**src/rtl/tmds_encoder_hdmi.sv**
```systemverilog
// tmds_encoder_hdmi: CHANNELS-lane TMDS encoder for HDMI (control, video,
// TERC4 data island, guard band), two-stage pipeline, per-lane DC bias.
// Optional feature macro: TMDS_TERC4_EN enables data-island (TERC4) symbols
// and data-island guard bands. Without it mode 10 encodes as control and
// guard mode always emits video guard bands.

package tmds_encoder_hdmi_pkg;
  typedef enum logic [1:0] {
    M_CTRL = 2'b00,
    M_VID  = 2'b01,
    M_DI   = 2'b10,
    M_GRD  = 2'b11
  } mode_e;

  localparam logic [9:0] SYM_CTRL0 = 10'b1101010100;
  localparam logic [9:0] SYM_CTRL1 = 10'b0010101011;
  localparam logic [9:0] SYM_CTRL2 = 10'b0101010100;
  localparam logic [9:0] SYM_CTRL3 = 10'b1010101011;
  localparam logic [9:0] SYM_GRD_A = 10'b1011001100;
  localparam logic [9:0] SYM_GRD_B = 10'b0100110011;
endpackage

// Per-lane encoder: stage-1 q_m/balance, stage-2 symbol select and bias.
module tmds_encoder_hdmi_lane
  import tmds_encoder_hdmi_pkg::*;
#(
  parameter int ROLE = 0
) (
  input  logic       i_clk,
  input  logic       i_rst_n,
  input  mode_e      i_mode_s1,
`ifdef TMDS_TERC4_EN
  input  logic       i_guard_di_s1,
  input  logic [3:0] i_aux,
`endif
  input  logic [7:0] i_data,
  input  logic [1:0] i_ctrl,
  output logic [9:0] o_tmds,
  output logic [4:0] o_bias
);

  function automatic logic [3:0] ones8(input logic [7:0] v);
    logic [3:0] n;
    n = '0;
    for (int i = 0; i < 8; i++) n = n + {3'b000, v[i]};
    return n;
  endfunction

  // XNOR when the byte is ones-heavy (ties broken by d[0]=0), else XOR.
  function automatic logic [8:0] qm_enc(input logic [7:0] d);
    logic [3:0] n1;
    logic       xn;
    logic [8:0] q;
    n1   = ones8(d);
    xn   = (n1 > 4'd4) || ((n1 == 4'd4) && !d[0]);
    q    = '0;
    q[0] = d[0];
    for (int i = 1; i < 8; i++) q[i] = xn ? ~(q[i-1] ^ d[i]) : (q[i-1] ^ d[i]);
    q[8] = ~xn;
    return q;
  endfunction

  function automatic logic [9:0] ctrl_sym(input logic [1:0] c);
    case (c)
      2'b00:   return SYM_CTRL0;
      2'b01:   return SYM_CTRL1;
      2'b10:   return SYM_CTRL2;
      default: return SYM_CTRL3;
    endcase
  endfunction

`ifdef TMDS_TERC4_EN
  function automatic logic [9:0] terc4(input logic [3:0] a);
    case (a)
      4'h0:    return 10'b1010011100;
      4'h1:    return 10'b1001100011;
      4'h2:    return 10'b1011100100;
      4'h3:    return 10'b1011100010;
      4'h4:    return 10'b0101110001;
      4'h5:    return 10'b0100011110;
      4'h6:    return 10'b0110001110;
      4'h7:    return 10'b0100111100;
      4'h8:    return 10'b1011001100;
      4'h9:    return 10'b0100111001;
      4'hA:    return 10'b0110011100;
      4'hB:    return 10'b1011000110;
      4'hC:    return 10'b1010001110;
      4'hD:    return 10'b1001110001;
      4'hE:    return 10'b0101100011;
      default: return 10'b1011000011;
    endcase
  endfunction

  logic [3:0] aux_q;
`endif

  logic [8:0]        qm_d, qm_q;
  logic signed [4:0] bal_d, bal_q;
  logic [1:0]        ctrl_q;
  logic [9:0]        tmds_d, tmds_q, tmds_v;
  logic signed [4:0] bias_d, bias_q, bias_v;
  logic              q8;

  // Balance of q_m[7:0]: 2*ones - 8, wraps correctly in 5-bit two's complement.
  always_comb begin
    qm_d  = qm_enc(i_data);
    bal_d = {ones8(qm_d[7:0]), 1'b0} - 5'd8;
  end

  // Stage 1: register q_m, balance and the lane's control bits.
  always_ff @(posedge i_clk or negedge i_rst_n) begin
    if (!i_rst_n) begin
      qm_q   <= '0;
      bal_q  <= '0;
      ctrl_q <= 2'b00;
    end else begin
      qm_q   <= qm_d;
      bal_q  <= bal_d;
      ctrl_q <= i_ctrl;
    end
  end

`ifdef TMDS_TERC4_EN
  // Stage 1: register the TERC4 nibble alongside the rest of the symbol.
  always_ff @(posedge i_clk or negedge i_rst_n) begin
    if (!i_rst_n) aux_q <= '0;
    else          aux_q <= i_aux;
  end
`endif

  // Video symbol and bias update, steering the running disparity toward 0.
  always_comb begin
    q8 = qm_q[8];
    if ((bias_q == 5'sd0) || (bal_q == 5'sd0)) begin
      tmds_v = {~q8, q8, q8 ? qm_q[7:0] : ~qm_q[7:0]};
      bias_v = q8 ? (bias_q + bal_q) : (bias_q - bal_q);
    end else if (bias_q[4] == bal_q[4]) begin
      tmds_v = {1'b1, q8, ~qm_q[7:0]};
      bias_v = bias_q + {3'b000, q8, 1'b0} - bal_q;
    end else begin
      tmds_v = {1'b0, q8, qm_q[7:0]};
      bias_v = bias_q - {3'b000, ~q8, 1'b0} + bal_q;
    end
  end

  // Stage 2 select: every non-video symbol clears the bias.
  always_comb begin
    tmds_d = ctrl_sym(ctrl_q);
    bias_d = '0;
    case (i_mode_s1)
      M_VID: begin
        tmds_d = tmds_v;
        bias_d = bias_v;
      end
      M_GRD: begin
        tmds_d = (ROLE == 1) ? SYM_GRD_B : SYM_GRD_A;
`ifdef TMDS_TERC4_EN
        if (i_guard_di_s1) tmds_d = (ROLE == 0) ? terc4(aux_q) : SYM_GRD_B;
`endif
      end
`ifdef TMDS_TERC4_EN
      M_DI:    tmds_d = terc4(aux_q);
`endif
      default: tmds_d = ctrl_sym(ctrl_q);
    endcase
  end

  // Stage 2: output symbol and running bias.
  always_ff @(posedge i_clk or negedge i_rst_n) begin
    if (!i_rst_n) begin
      tmds_q <= SYM_CTRL0;
      bias_q <= '0;
    end else begin
      tmds_q <= tmds_d;
      bias_q <= bias_d;
    end
  end

  assign o_tmds = tmds_q;
  assign o_bias = bias_q;

endmodule

// Top: shared stage-1 mode/guard-type registers plus an array of lanes.
module tmds_encoder_hdmi
  import tmds_encoder_hdmi_pkg::*;
#(
  parameter int CHANNELS = 3
) (
  input  logic                    i_clk,
  input  logic                    i_rst_n,
  input  logic [1:0]              i_mode,
  input  logic [8*CHANNELS-1:0]   i_data,
  input  logic [2*CHANNELS-1:0]   i_ctrl,
  input  logic [4*CHANNELS-1:0]   i_aux,
  output logic [10*CHANNELS-1:0]  o_tmds,
  output logic [5*CHANNELS-1:0]   o_bias
);

  mode_e mode_d, mode_q;

  // Mode decode; without TERC4 the data-island code folds onto control.
  always_comb begin
    mode_d = mode_e'(i_mode);
`ifndef TMDS_TERC4_EN
    if (mode_d == M_DI) mode_d = M_CTRL;
`endif
  end

  // Stage 1: shared mode register, forced to control on reset.
  always_ff @(posedge i_clk or negedge i_rst_n) begin
    if (!i_rst_n) mode_q <= M_CTRL;
    else          mode_q <= mode_d;
  end

`ifdef TMDS_TERC4_EN
  logic guard_di_q;

  // Stage 1: guard type comes from lane 0 ctrl bit 0.
  always_ff @(posedge i_clk or negedge i_rst_n) begin
    if (!i_rst_n) guard_di_q <= 1'b0;
    else          guard_di_q <= i_ctrl[0];
  end
`else
  logic unused_aux;
  assign unused_aux = ^i_aux;
`endif

  for (genvar c = 0; c < CHANNELS; c++) begin : g_lane
    tmds_encoder_hdmi_lane #(.ROLE(c % 3)) u_lane (
      .i_clk        (i_clk),
      .i_rst_n      (i_rst_n),
      .i_mode_s1    (mode_q),
`ifdef TMDS_TERC4_EN
      .i_guard_di_s1(guard_di_q),
      .i_aux        (i_aux[4*c +: 4]),
`endif
      .i_data       (i_data[8*c +: 8]),
      .i_ctrl       (i_ctrl[2*c +: 2]),
      .o_tmds       (o_tmds[10*c +: 10]),
      .o_bias       (o_bias[5*c +: 5])
    );
  end

endmodule
```
**config.mk**
```make
export PLATFORM = sky130hd
export DESIGN_NAME = tmds_encoder_hdmi
export DESIGN_NICKNAME = d
export VERILOG_FILES = /design/src/rtl/tmds_encoder_hdmi.sv
export SDC_FILE = /design/constraint.sdc
export NUM_CORES = 1
export LEC_CHECK = 0
export ABC_AREA = 0
export BUFFER_PORTS_ARGS = -buffer_cell sky130_fd_sc_hd__buf_2
export CAP_MARGIN = 20
export CORE_ASPECT_RATIO = 0.6
export CORE_MARGIN = 8
export CORE_UTILIZATION = 55
export CTS_CLUSTER_SIZE = 28
export DETAILED_ROUTE_END_ITERATION = 10
export PLACE_DENSITY_LB_ADDON = 0.25
export SLEW_MARGIN = 20
export SYNTH_ARGS = -nofsm -noshare
export SYNTH_HDL_FRONTEND = slang
export SYNTH_SLANG_ARGS = --single-unit
```
**constraint.sdc**
```tcl
create_clock -name i_clk -period 2.9 [get_ports i_clk]
set_clock_uncertainty 0.2 [all_clocks]
set_input_delay 0 -clock i_clk [delete_from_list [all_inputs] [get_ports i_clk]]
set_output_delay 0 -clock i_clk [all_outputs]
set_load 0.05 [all_outputs]
```
==> flow_metrics.py <==
metrics = {
    "critical_path": {
        "critPathCaptureType": "register",
        "cpMostUsedCell": "fa_1",
        "rr_startpoint": "g_lane[1].u_lane.qm_q[8]$_DFF_PN0_",
        "worst_r2r_endpoint": "g_lane[1].u_lane.o_bias[3]$_DFF_PN0_",
        "cp.required_ps": 2920,
        "rrSetupSlack_ps": 280,
        "worst_path_max_delay_cell": "fa_1",
        "startpoint_type": "input port",
        "cp_top_family": "adder cells",
        "path_class": "input port to register",
        "cp.arrival_ps": 5270,
        "crit_chain": "buf_8 > ha_4 > inv_2 > fa_1 > fa_1 > inv_2 > fa_2 > fa_1 > nor3b_2 > o21ai_1 > nand2_1 > o21ai_4 > xnor2_2 > ha_1 > inv_2 > fa_1 > inv_1 > fa_1 > fa_2 > fa_2 > xnor2_2",
        "crit_fanout": 2,
        "reg2reg_depth": 8,
        "path_buf_inv": 5,
        "slowest_delay_ps": 530,
    },
    "clocking": {
        "clockBufferDepth": 2,
        "hold_buffers": 18,
        "cts.clk_slew.worst_paths_ps": 70,
        "cts_sinks": 89,
        "htreeDepth": 3,
        "insertion_delay_ps": 350,
        "cts_buffers": 9,
        "root_buffer": "clkbuf_16",
        "cts_tree": "yes",
    },
    "sta": {
        "worst_pin_slew_ps": 773,
        "setup_tns_ps": -28590,
        "setup_ws_ps": -2350,
        "drv_slew": 0,
        "setup_viol": 27,
        "fmax_mhz": 190,
        "period_needed_ps": 5250,
        "rsz0062_at_grt": "true",
        "min_period_over_period": 1.81,
        "finalHoldViolations": 0,
        "slew_headroom": 0.485,
    },
    "die": {
        "coreArea_um2": 10700,
        "die_h_um": 97.4,
        "ios": 91,
        "die-area_um2": 14800,
        "die_width_um": 152,
        "fp-row-count": 29,
        "initial_core_util": 0.570,
    },
    "hold_path": {
        "hold_path_depth": 5,
        "holdPathEnd": "g_lane[0].u_lane.qm_q[1]$_DFF_PN0_",
        "hold_path.startpoint": "i_data[1]",
        "min_path_type": "input port to register",
    },
    "drt": {
        "ant_nets": 0,
        "dr.pass1.iters": 4,
        "avgViaCountPerCell": 5.43,
        "drc_errors": 0,
        "wirelength_um": 17700,
        "vias": 4916,
        "drtIter0Drc": 342,
        "wl_per_cell_um": 19.6,
    },
    "synth": {
        "synth_flop_cell": "dfrtp_1",
        "synth_cell_types": 38,
        "avgSynthCellArea_um2": 11.0,
        "ys_async_sr_fraction": 1.00,
        "synthTopCellsByArea": "dfrtp_1, ha_1, fa_1",
        "yosysTopAreaCell": "dfrtp_1",
        "yosysSeqAreaShare": 0.370,
        "synth_common_cells": "inv_1, dfrtp_1, ha_1",
        "synth_area_um2": 6080,
        "synth-edff-count": 0,
        "yosysMostFrequentCell": "inv_1",
        "syn_inst": 552,
        "ys_ff_latch": 89,
        "synth_top_cell_area_share": 0.305,
        "yosysWarnings": 0,
    },
    "global_routing": {
        "globalRouteOverflowTotal": 0,
        "grt_max_degree": 87,
        "antenna_found_initial": 0,
        "grt_pass1_wl_um": 26700,
        "grt_usage": 0.229,
        "grt_pass1_vias": 5347,
    },
    "placed_design": {
        "portBuffers": 75,
        "dp_hpwl_um": 11000,
        "place_ws_ps": -2620,
        "place_congestion": 0.888,
    },
    "layout": {
        "layout-drive-gt1-share": 0.368,
        "antenna_cells": 0,
        "area_growth_pct": 37.8,
        "fill_cells": 603,
        "nNetsFinal": 915,
    },
    "pwr": {
        "powerDensity_nw_per_um2": 1350,
        "peakVddDrop_v": 0.000713,
        "p_leak_nw": 4.17,
    },
    "run_status": {
        "status": "finished, violations left",
        "violations": "negative setup slack",
    },
    "run": {
        "drv_cap": 0,
    },
}
-- sequential cells by signal (all words and copies together) (netlist names) --
signal                flops
mode_q                    2
g_lane.u_lane.ctrl_q      6
g_lane.u_lane.bal_q      12
g_lane.u_lane.o_bias     12
g_lane.u_lane.o_tmds     30
g_lane.u_lane.qm_q       27
-- layer usage --
metal | share of wire | vias to the layer above | track usage
met5 | 0 | - | 0
li1 | - | 2186 | -
met1 | 0.41 | 2480 | 0.290
met2 | 0.49 | 210 | 0.372
met3 | 0.077 | 40 | 0.0609
met4 | 0.023 | 0 | 0.0765
-- through the flow --
step	std cells	cell area (µm²)	power (mW)	hold slack, ps	util
3_5_place_dp	823	7240	9.18	-90.6	0.678
3_3_place_gp	823	7240	8.79	-92.2	0.678
4_1_cts	897	8210	10.8	-122	0.769
6_report	905	8370	11.3	19.9	0.785
2_1_floorplan	554	6250	7.41	-496	-
5_1_grt	905	8370	12.1	32.3	0.785
-- worst max path at each step --
stage,from,to,slack [ps],cells after the start
3_5_place_dp,i_data[16],g_lane[2].u_lane.bal_q[4]$_DFF_PN0_,-2620,21
2_1_floorplan,i_data[1],g_lane[0].u_lane.bal_q[4]$_DFF_PN0_,-2280,19
6_report,i_data[17],g_lane[2].u_lane.bal_q[4]$_DFF_PN0_,-2350,21
4_1_cts,i_data[17],g_lane[2].u_lane.bal_q[4]$_DFF_PN0_,-2230,21
5_1_grt,i_data[17],g_lane[2].u_lane.bal_q[4]$_DFF_PN0_,-2510,21
3_3_place_gp,i_data[0],g_lane[0].u_lane.bal_q[4]$_DFF_PN0_,-2420,20
-- worst register-to-register path: cells and delay by family, from the launching register on --
family | cells | cell delay (ps)
AO/OA/AOI/OAI | 2 | 320
XOR/XNOR | 1 | 170
adder cells (fa/ha/maj) | 2 | 1020
buffers and inverters | 2 | 280
flip-flops | 1 | 480
AND/OR/NAND/NOR | 1 | 70
-- cells in the final DEF, fill, tap and decap left out, types with 15 or more instances in the layout --
cell | netlist | layout
nand2_1 | 18 | 18
buf_4 | 3 | 103
fa_1 | 39 | 29
buf_2 | 0 | 68
dfrtp_1 | 74 | 74
xor2_1 | 17 | 17
nor2_1 | 28 | 28
ha_1 | 69 | 66
a21oi_1 | 27 | 26
xnor2_1 | 67 | 50
dfstp_2 | 15 | 15
inv_1 | 93 | 80
dlygate4sd3_1 | 0 | 18
-- cell type report --
type,instances,area [µm²],area share
clock buffers,11,233,0.0278
clock inverters,5,81.3,0.00972
inverters,93,349,0.0417
multi-input cells,363,3790,0.453
flip-flops and latches,89,2250,0.268
well taps,139,174,0.0208
repair buffers,205,1500,0.179
-- cells by family (layout without fill, tap and decap cells) --
logic type / Yosys count / after routing / synth area share
AO/OA/AOI/OAI: 77 / 77 / 0.0785
XOR/XNOR: 86 / 86 / 0.126
adder cells (fa/ha/maj): 108 / 108 / 0.271
buffers and inverters: 102 / 314 / 0.0649
flip-flops: 89 / 89 / 0.370
multiplexers: 15 / 15 / 0.0315
other: 1 / 3 / 0.000617
AND/OR/NAND/NOR: 74 / 74 / 0.0579
-- repair_timing --
| action | in CTS | in global routing |
|---|---|---|
| gates resized for setup | 34 | 24 |
| pin swaps | 10 | 5 |
| setup endpoints to repair | 23 | 25 |
| setup buffers | 42 | 10 |
| hold endpoints to repair | 92 | 1 |
-- report_power, final --
| part | internal (mW) | switching, mW | total (mW) | leakage (nW) |
|---|---|---|---|---|
| registers | 1.80 | 0.333 | 2.13 | 1.04 |
| logic | 3.44 | 4.45 | 7.90 | 2.98 |
| clock network | 0.756 | 0.495 | 1.25 | 0.150 |
No activity file was read; power rests on OpenSTA's default activity.
